## src/rtl/bcd_updown_display_counter.sv

```systemverilog
// ============================================================================
// Module   : bcd_updown_display_counter
// Brief    : Multi-digit BCD up/down counter with a multiplexed 7-segment scan
// Revision : 1.0
// ============================================================================
`default_nettype none

module bcd_updown_display_counter #(
   parameter int NUM_DIGITS = 3,
   parameter int TICK_DIV   = 100_000_000,
   parameter int SCAN_DIV   = 100_000,
   parameter int SATURATE   = 0,
   parameter int ACTIVE_LOW = 1
) (
   input  logic                    i_clk_fpga,
   input  logic                    reset,
   input  logic                    en,
   input  logic                    dir,
   input  logic                    load,
   input  logic [4*NUM_DIGITS-1:0] load_val,
   output logic [4*NUM_DIGITS-1:0] count_bcd,
   output logic [7:0]              seven_seg,
   output logic [NUM_DIGITS-1:0]   seg_en,
   output logic                    led
);

   localparam int c_W  = 4 * NUM_DIGITS;
   localparam int c_TW = $clog2(TICK_DIV);
   localparam int c_SW = $clog2(SCAN_DIV);
   localparam int c_IW = (NUM_DIGITS > 1) ? $clog2(NUM_DIGITS) : 1;

   localparam logic [c_TW-1:0] c_TICK_LAST = c_TW'(TICK_DIV - 1);
   localparam logic [c_SW-1:0] c_SCAN_LAST = c_SW'(SCAN_DIV - 1);
   localparam logic [c_IW-1:0] c_IDX_LAST  = c_IW'(NUM_DIGITS - 1);
   localparam logic [c_W-1:0]  c_ALL9      = {NUM_DIGITS{4'h9}};
   localparam logic [7:0]      c_SEG_OFF   = (ACTIVE_LOW != 0) ? 8'hFF : 8'h00;
   localparam logic [NUM_DIGITS-1:0] c_EN_OFF =
      (ACTIVE_LOW != 0) ? {NUM_DIGITS{1'b1}} : {NUM_DIGITS{1'b0}};

   logic [c_TW-1:0]       tdiv_q;
   logic [c_SW-1:0]       sdiv_q;
   logic [c_IW-1:0]       idx_q;
   logic [c_W-1:0]        count_q, count_d;
   logic                  led_q, led_d;
   logic [7:0]            seg_q, seg_d;
   logic [NUM_DIGITS-1:0] segen_q, segen_d;

   logic                  w_tick;
   logic [3:0]            w_digit;
   logic [6:0]            w_seg7;
   logic [NUM_DIGITS-1:0] w_onehot;

   assign w_tick = (tdiv_q == c_TICK_LAST);

   // Ripple carry/borrow across digits; a load always wins over a tick.
   always_comb begin
      logic v_c;
      count_d = count_q;
      v_c     = 1'b1;
      if (load) begin
         for (int i = 0; i < NUM_DIGITS; i++) begin
            count_d[4*i +: 4] = (load_val[4*i +: 4] > 4'd9) ? 4'd9 : load_val[4*i +: 4];
         end
      end else if (w_tick && en) begin
         if (dir) begin
            if (!(SATURATE != 0 && count_q == c_ALL9)) begin
               for (int i = 0; i < NUM_DIGITS; i++) begin
                  if (v_c) begin
                     if (count_q[4*i +: 4] == 4'd9) begin
                        count_d[4*i +: 4] = 4'd0;
                     end else begin
                        count_d[4*i +: 4] = count_q[4*i +: 4] + 4'd1;
                        v_c = 1'b0;
                     end
                  end
               end
            end
         end else begin
            if (!(SATURATE != 0 && count_q == '0)) begin
               for (int i = 0; i < NUM_DIGITS; i++) begin
                  if (v_c) begin
                     if (count_q[4*i +: 4] == 4'd0) begin
                        count_d[4*i +: 4] = 4'd9;
                     end else begin
                        count_d[4*i +: 4] = count_q[4*i +: 4] - 4'd1;
                        v_c = 1'b0;
                     end
                  end
               end
            end
         end
      end
   end

   assign led_d = dir ? (count_d == c_ALL9) : (count_d == '0);

   always_comb begin
      w_digit  = 4'd0;
      w_onehot = '0;
      for (int i = 0; i < NUM_DIGITS; i++) begin
         if (idx_q == c_IW'(i)) begin
            w_digit     = count_q[4*i +: 4];
            w_onehot[i] = 1'b1;
         end
      end
   end

   always_comb begin
      case (w_digit)
         4'd0:    w_seg7 = 7'h3F;
         4'd1:    w_seg7 = 7'h06;
         4'd2:    w_seg7 = 7'h5B;
         4'd3:    w_seg7 = 7'h4F;
         4'd4:    w_seg7 = 7'h66;
         4'd5:    w_seg7 = 7'h6D;
         4'd6:    w_seg7 = 7'h7D;
         4'd7:    w_seg7 = 7'h07;
         4'd8:    w_seg7 = 7'h7F;
         4'd9:    w_seg7 = 7'h6F;
         default: w_seg7 = 7'h00;
      endcase
   end

   // dp is always off, so its active-high value is 0 before polarity is applied.
   assign seg_d   = (ACTIVE_LOW != 0) ? ~{1'b0, w_seg7} : {1'b0, w_seg7};
   assign segen_d = (ACTIVE_LOW != 0) ? ~w_onehot : w_onehot;

   always_ff @(posedge i_clk_fpga or negedge reset) begin
      if (!reset) begin
         tdiv_q  <= '0;
         sdiv_q  <= '0;
         idx_q   <= '0;
         count_q <= '0;
         led_q   <= 1'b0;
         seg_q   <= c_SEG_OFF;
         segen_q <= c_EN_OFF;
      end else begin
         tdiv_q  <= w_tick ? '0 : tdiv_q + 1'b1;
         count_q <= count_d;
         led_q   <= led_d;
         seg_q   <= seg_d;
         segen_q <= segen_d;
         if (sdiv_q == c_SCAN_LAST) begin
            sdiv_q <= '0;
            idx_q  <= (idx_q == c_IDX_LAST) ? '0 : idx_q + 1'b1;
         end else begin
            sdiv_q <= sdiv_q + 1'b1;
         end
      end
   end

   assign count_bcd = count_q;
   assign seven_seg = seg_q;
   assign seg_en    = segen_q;
   assign led       = led_q;

endmodule

`default_nettype wire

```

## config.mk

```make
export PLATFORM = sky130hd
export DESIGN_NAME = bcd_updown_display_counter
export DESIGN_NICKNAME = d
export VERILOG_FILES = /design/src/rtl/bcd_updown_display_counter.sv
export SDC_FILE = /design/constraint.sdc
export NUM_CORES = 1
export LEC_CHECK = 0
export CAP_MARGIN = 25
export CORE_MARGIN = 2
export CORE_UTILIZATION = 55
export DETAILED_ROUTE_END_ITERATION = 7
export GPL_TIMING_DRIVEN = 0
export PLACE_DENSITY_LB_ADDON = 0.25
export SYNTH_ARGS = -nofsm -noshare
export SYNTH_HDL_FRONTEND = slang
export SYNTH_SLANG_ARGS = --single-unit
```

## constraint.sdc

```tcl
create_clock -name i_clk_fpga -period 3.8 [get_ports i_clk_fpga]
set_clock_uncertainty 0.1 [all_clocks]
set_input_delay 0.76 -clock i_clk_fpga [delete_from_list [all_inputs] [get_ports i_clk_fpga]]
set_output_delay 0.76 -clock i_clk_fpga [all_outputs]
set_load 0.01 [all_outputs]
```

==> results of run 1 <==
==> synth_stat cells (3+ instances only) <==
library cell	number	area, sq um
nand4_1	9	56.3
o21ai_0	15	75.1
inv_1	17	63.8
nand2b_1	4	25.0
ha_1	11	138
and4_1	4	35.0
or3_1	3	18.8
a211oi_1	5	37.5
dfstp_2	10	263
xnor2_1	24	210
nand3_1	17	85.1
dfrtp_1	59	1480
nor2_1	47	176
buf_4	3	22.5
nor4_1	6	37.5
mux2i_1	8	80.1
buf_2	7	35.0
or2_2	3	18.8
clkbuf_1	11	41.3
nand3b_1	5	37.5
a2111oi_2	3	45.0
nor3_1	5	25.0
o21bai_1	3	22.5
xor2_1	17	149
nor2b_1	3	18.8
o21ai_1	3	15.0
nand2_1	35	131
a21o_1	4	30.0
and2_1	3	18.8
and3_1	16	100
a21oi_1	23	115
a31oi_1	4	25.0
nor4b_2	3	45.0
==> cells by family (layout without fill, tap and decap cells) <==
logic type / count (synthesis) / after routing / share of synthesized area [%]
XOR/XNOR: 41 / 41 / 8.78
flip-flops: 69 / 69 / 42.5
adder cells (fa/ha/maj): 11 / 11 / 3.36
buffers and inverters: 39 / 94 / 4.25
multiplexers: 10 / 10 / 2.51
AO/OA/AOI/OAI: 78 / 78 / 12.9
other: 1 / 1 / 0.0917
AND/OR/NAND/NOR: 183 / 183 / 25.6
==> flip-flops by register name (all words and copies together), names as in the netlist <==
name,cells
count_bcd,12
idx_q,2
led,1
sdiv_q,17
seg_en,3
seven_seg,7
tdiv_q,27
==> final timing paths <==
kind	endpoint	depth (start not counted)
worst min register to register	tdiv_q[0]	1
worst min-delay path	tdiv_q[0]	1
min in group asynchronous	tdiv_q[1]	1
worst max register to register	led	10
max in group asynchronous	tdiv_q[9]	1
worst max-delay path	led	10
==> per-layer routing <==
layer	GRT usage (%)	share of wire, %	vias to the layer above
met5	0	0	-
met4	10.3	2.8	0
met2	33.8	45	117
li1	-	-	1625
met1	30.7	47	1601
met3	5.43	5.6	29
==> stage by stage <==
step                utilization (%)  total power [uW]  hold slack [ps]  instance area, sq um  setup WS [ps]
floorplan                         -               938              333                  4090            991
global placement               63.8              1050              353                  4610           -331
detailed placement             63.8              1050              362                  4600            339
CTS                            66.9              1730              374                  4820            606
global route                   66.9              1790              397                  4820            343
finish                         66.9              1720              372                  4820            574
==> where the power goes <==
group / switching, uW / internal, uW
clock: 305 / 373
sequential: 18.7 / 764
combinational: 140 / 118
total: 463 / 1250
==> cell type report <==
class                   count  area [sq um]  share of cell area (%)
repair buffers             39           388                    8.04
flip-flops and latches     69          1740                    36.0
clock buffers               9           124                    2.57
inverters                  17          63.8                    1.32
plain buffers              22           110                    2.28
clock inverters             7          97.6                    2.02
well taps                  99           124                    2.57
multi-input cells         324          2180                    45.2
==> impl_metrics.yaml, run 1 <==
run_status:
  outcome: "finished, final reports clean"
floorplan:
  io_pins: 41
  core_region_area_sq_um: 7210
  fp.dieW_um: 90.3
  std_cell_rows: 31
  die_y_um: 90.3
  fp.dieArea_sq_um: 8150
  initial_core_util_pct: 56.7
clock_tree:
  clk_latency_ps: 360
  cts_setup_buffers: 0
  root_buffer: "clkbuf_8"
  numCtsBuffers: 9
  cts.sinks: 69
  cts_buffer_depth: 2
  htreeDepth: 3
  tritoncts: "done"
  cts_hold_buf: 0
  cts_resized: 0
  clkTransAtPathRegs_ps: 90
setup_path:
  crit_fanout: 8
  slowest_stage: "or3b_2"
  reg2reg_setup_slack_ps: 570
  critPathBufInv: 2
  rr_startpoint: "count_bcd[0]"
  worstPathArrival_ps: 3380
  startpoint: "count_bcd[0]"
  endpoint_kind: "flop"
  cp.required_ps: 3950
  crit_chain: "clkbuf_1 -> inv_1 -> ha_1 -> or3b_2 -> a21oi_1 -> a31oi_1 -> o31ai_1 -> and3_1 -> nand4bb_1 -> a2111oi_2"
  crit_type: "reg -> reg"
  cp_top_family: "compound AO/OA/AOI/OAI gates"
  slowest_delay_ps: 460
  start_kind: "flop"
yosys:
  synthCells: 432
  syn_avg_cell_area_sq_um: 9.47
  ys.flop_type: "dfrtp_1"
  synth_edf_count: 0
  async_reset_ff_share_pct: 100
  synth_area_sq_um: 4090
  ys_ff_latch: 69
  yosys_warnings: 0
  synth.yosys.seq_area_share_pct: 42.5
  mappedNetlistNets: 460
  synth.distinct_cells: 64
detailed_routing:
  drt-initial-drc-count: 286
  wire_per_inst_um: 14.9
  wl_um: 8750
  drt_pass1_iterations: 5
  drc: 0
  vias: 3372
  via_per_inst: 5.75
  ant_nets: 0
finish:
  final_cells: 586
  final_common_cell: "dfrtp_1"
  antennaDiodeCount: 0
  nets: 510
  fillCellCount: 586
  layout_common_cells: "dfrtp_1, nor2_1, clkdlybuf4s50_1"
  layout-drive-gt1-share_pct: 12.3
  syn_to_final_growth_pct: 17.9
sta:
  layout_min_cycle_time_ps: 3230
  setup_viol: 0
  finalMaxSlewViolations: 0
  rsz0062_at_grt: "false"
  finalSetupTns_ps: 0
  period_share_pct: 84.9
  max_slew_margin_pct: 43.7
  max_freq_mhz: 310
  hold_viol: 0
  worstMarginPinSlew_ps: 845
global_route:
  grt-ovfl-total: 0
  grt_max_degree: 70
  groute.usage.overall_pct: 22.4
  antenna_found_initial: 0
  grt_pass1_wl_um: 14800
  grt_pass1_vias: 3187
power_and_ir_drop:
  p_leak_uw: 0.00209
  vdd_ir_drop_max_mv: 0.212
  power_per_cell_area_nw_per_um2: 356
job:
  maxCapViolations: 0
worst_hold_path:
  hold_path_class: "reg -> reg"
  hp-start: "tdiv_q[0]"
placement:
  gp_congestion: 0.914
  dp.cells: 570
  port_buffers: 39
  hpwl_um: 6260
Power figures use the tool's default switching activity.
==> inputs of run 2 (changes only) <==
--- a/config.mk
+++ b/config.mk
@@ -7,7 +7,7 @@
 export LEC_CHECK = 0
 export CAP_MARGIN = 25
 export CORE_MARGIN = 2
-export CORE_UTILIZATION = 55
+export CORE_UTILIZATION = 52
 export DETAILED_ROUTE_END_ITERATION = 7
 export GPL_TIMING_DRIVEN = 0
 export PLACE_DENSITY_LB_ADDON = 0.25
==> constraint.sdc (replaced) <==
create_clock -name i_clk_fpga -period 2.8 [get_ports i_clk_fpga]
set_clock_uncertainty 0.1 [all_clocks]
set_input_delay 0.56 -clock i_clk_fpga [delete_from_list [all_inputs] [get_ports i_clk_fpga]]
set_output_delay 0.56 -clock i_clk_fpga [all_outputs]
set_load 0.01 [all_outputs]
==> run 2 against run 1 <==
  * Die area up 5.5%
  * Cell count is 1.9% higher
  * Critical path depth decreased by 2
  * Largest power group unchanged
  * Combinational power is 58% higher
  * Register-to-register slack worse by 480 ps
  * Power is 33% higher
  * Hold slack worse by 170 ps
  * Clock-buffer cell count unchanged
  * Clock power is 21% higher
  * Non-clock buffer count up 8
  * Final area rose by 6.0%
  * Utilization shrank 0.37 points
==> impl_metrics.yaml, run 2 (synthesis results as in run 1) <==
detailed_routing:
  wl_um: 9300
  via_per_inst: 5.70
  wire_per_inst_um: 15.6
  drt-initial-drc-count: 197
  vias: 3403
  drt_pass1_iterations: 5
  ant_nets: 0
  drc: 0
sta:
  max_freq_mhz: 367
  finalMaxSlewViolations: 0
  period_share_pct: 97.4
  rsz0062_at_grt: "true"
  hold-worst-slack_ps: 200
  layout_min_cycle_time_ps: 2730
  max_slew_margin_pct: 41.9
  setup_viol: 0
  hold_viol: 0
  worstMarginPinSlew_ps: 871
setup_path:
  cp_top_family: "simple AND/OR/NAND/NOR gates"
  crit_chain: "clkdlybuf4s50_1 -> and2_4 -> nand4_4 -> nor2_2 -> a21o_1 -> a22oi_1 -> or3_4 -> a2111oi_4"
  endpoint_kind: "flop"
  slowest_stage: "clkdlybuf4s50_1"
  crit_fanout: 7
  critPathBufInv: 1
  cp.required_ps: 2940
  slowest_delay_ps: 580
  start_kind: "input port"
  crit_type: "in -> reg"
  worstPathArrival_ps: 2870
floorplan:
  io_pins: 41
  initial_core_util_pct: 53.2
  std_cell_rows: 32
  fp.dieW_um: 92.7
  fp.dieArea_sq_um: 8590
  core_region_area_sq_um: 7690
  die_y_um: 92.7
finish:
  regMostFlops: "tdiv_q"
  layout_common_cells: "dfrtp_1, nor2_1, clkdlybuf4s50_1"
  largest_register_ffs: 27
  syn_to_final_growth_pct: 25.0
  antennaDiodeCount: 0
  fin_util_pct: 66.5
  nets: 518
  final_cells: 597
  fillCellCount: 653
  final_common_cell: "dfrtp_1"
  layout-drive-gt1-share_pct: 19.2
power_and_ir_drop:
  vdd_ir_drop_max_mv: 0.269
  p_total_uw: 2290
  p_leak_uw: 0.00216
  power_per_cell_area_nw_per_um2: 447
worst_hold_path:
  hold_path_class: "in -> async"
global_route:
  grt_pass1_wl_um: 15900
  antenna_found_initial: 0
  grt_pass1_vias: 3309
  grt_max_degree: 70
  grt-ovfl-total: 0
  groute.usage.overall_pct: 23.2
clock_tree:
  root_buffer: "clkbuf_8"
  cts.sinks: 69
  numCtsBuffers: 9
  tritoncts: "done"
  clk_latency_ps: 350
  htreeDepth: 3
  clkTransAtPathRegs_ps: 90
  cts_buffer_depth: 2
run_status:
  outcome: "finished, final reports clean"
placement:
  gp_congestion: 0.885
  port_buffers: 39
  dp.cells: 573
  hpwl_um: 6460
job:
  maxCapViolations: 0
## run 2: report_power, final
| group | switching [uW] | internal [uW] |
|---|---|---|
| sequential | 24.0 | 1040 |
| clock | 402 | 414 |
| combinational | 217 | 191 |
## run 2: worst paths after layout
check	cells after the start	from	to	slack, ps
hold / removal	1	reset	count_bcd[10]	200
setup / recovery	8	en	led	70
setup reg to reg	8	tdiv_q[9]	led	90
min in group i_clk_fpga	1	sdiv_q[4]	sdiv_q[4]	370
max in group asynchronous	1	reset	count_bcd[1]	1750
hold reg to reg	1	sdiv_q[4]	sdiv_q[4]	370
## run 2: layout make-up
class / count / area, sq um / area share (%)
inverters: 17 / 63.8 / 1.25
repair buffers: 48 / 455 / 8.91
multi-input cells: 324 / 2390 / 46.8
well taps: 102 / 128 / 2.50
clock buffers: 9 / 124 / 2.42
flip-flops and latches: 69 / 1740 / 34.1
plain buffers: 21 / 134 / 2.62
clock inverters: 7 / 73.8 / 1.44
## run 2: what timing repair did
| item | CTS | global route |
|---|---|---|
| pin swaps | 8 | 15 |
| hold buffers | 0 | 0 |
| gates resized for setup | 15 | 34 |
| setup endpoints to repair | 2 | 1 |
| setup buffers | 5 | 4 |
## run 2: routing by layer
metal | global-route usage (%) | vias to the layer above | part of all wire, % | wire length [um]
met3 | 4.23 | 15 | 3.4 | 312
li1 | - | 1644 | - | -
met4 | 7.60 | 0 | 1.6 | 150
met2 | 37.1 | 70 | 48 | 4490
met1 | 32.0 | 1674 | 47 | 4350
met5 | 0 | - | 0 | 0
## run 2: metrics by stage
stage | setup TNS [ps] | worst slack (ps) | cell area [sq um]
4_1_cts | 0 | 0.419 | 4910
6_report | 0 | 71.9 | 5110
3_5_place_dp | -445 | -445 | 4610
2_1_floorplan | 0 | 13.6 | 4090
5_1_grt | -39.8 | -39.8 | 5110
3_3_place_gp | -74110 | -1180 | 4610
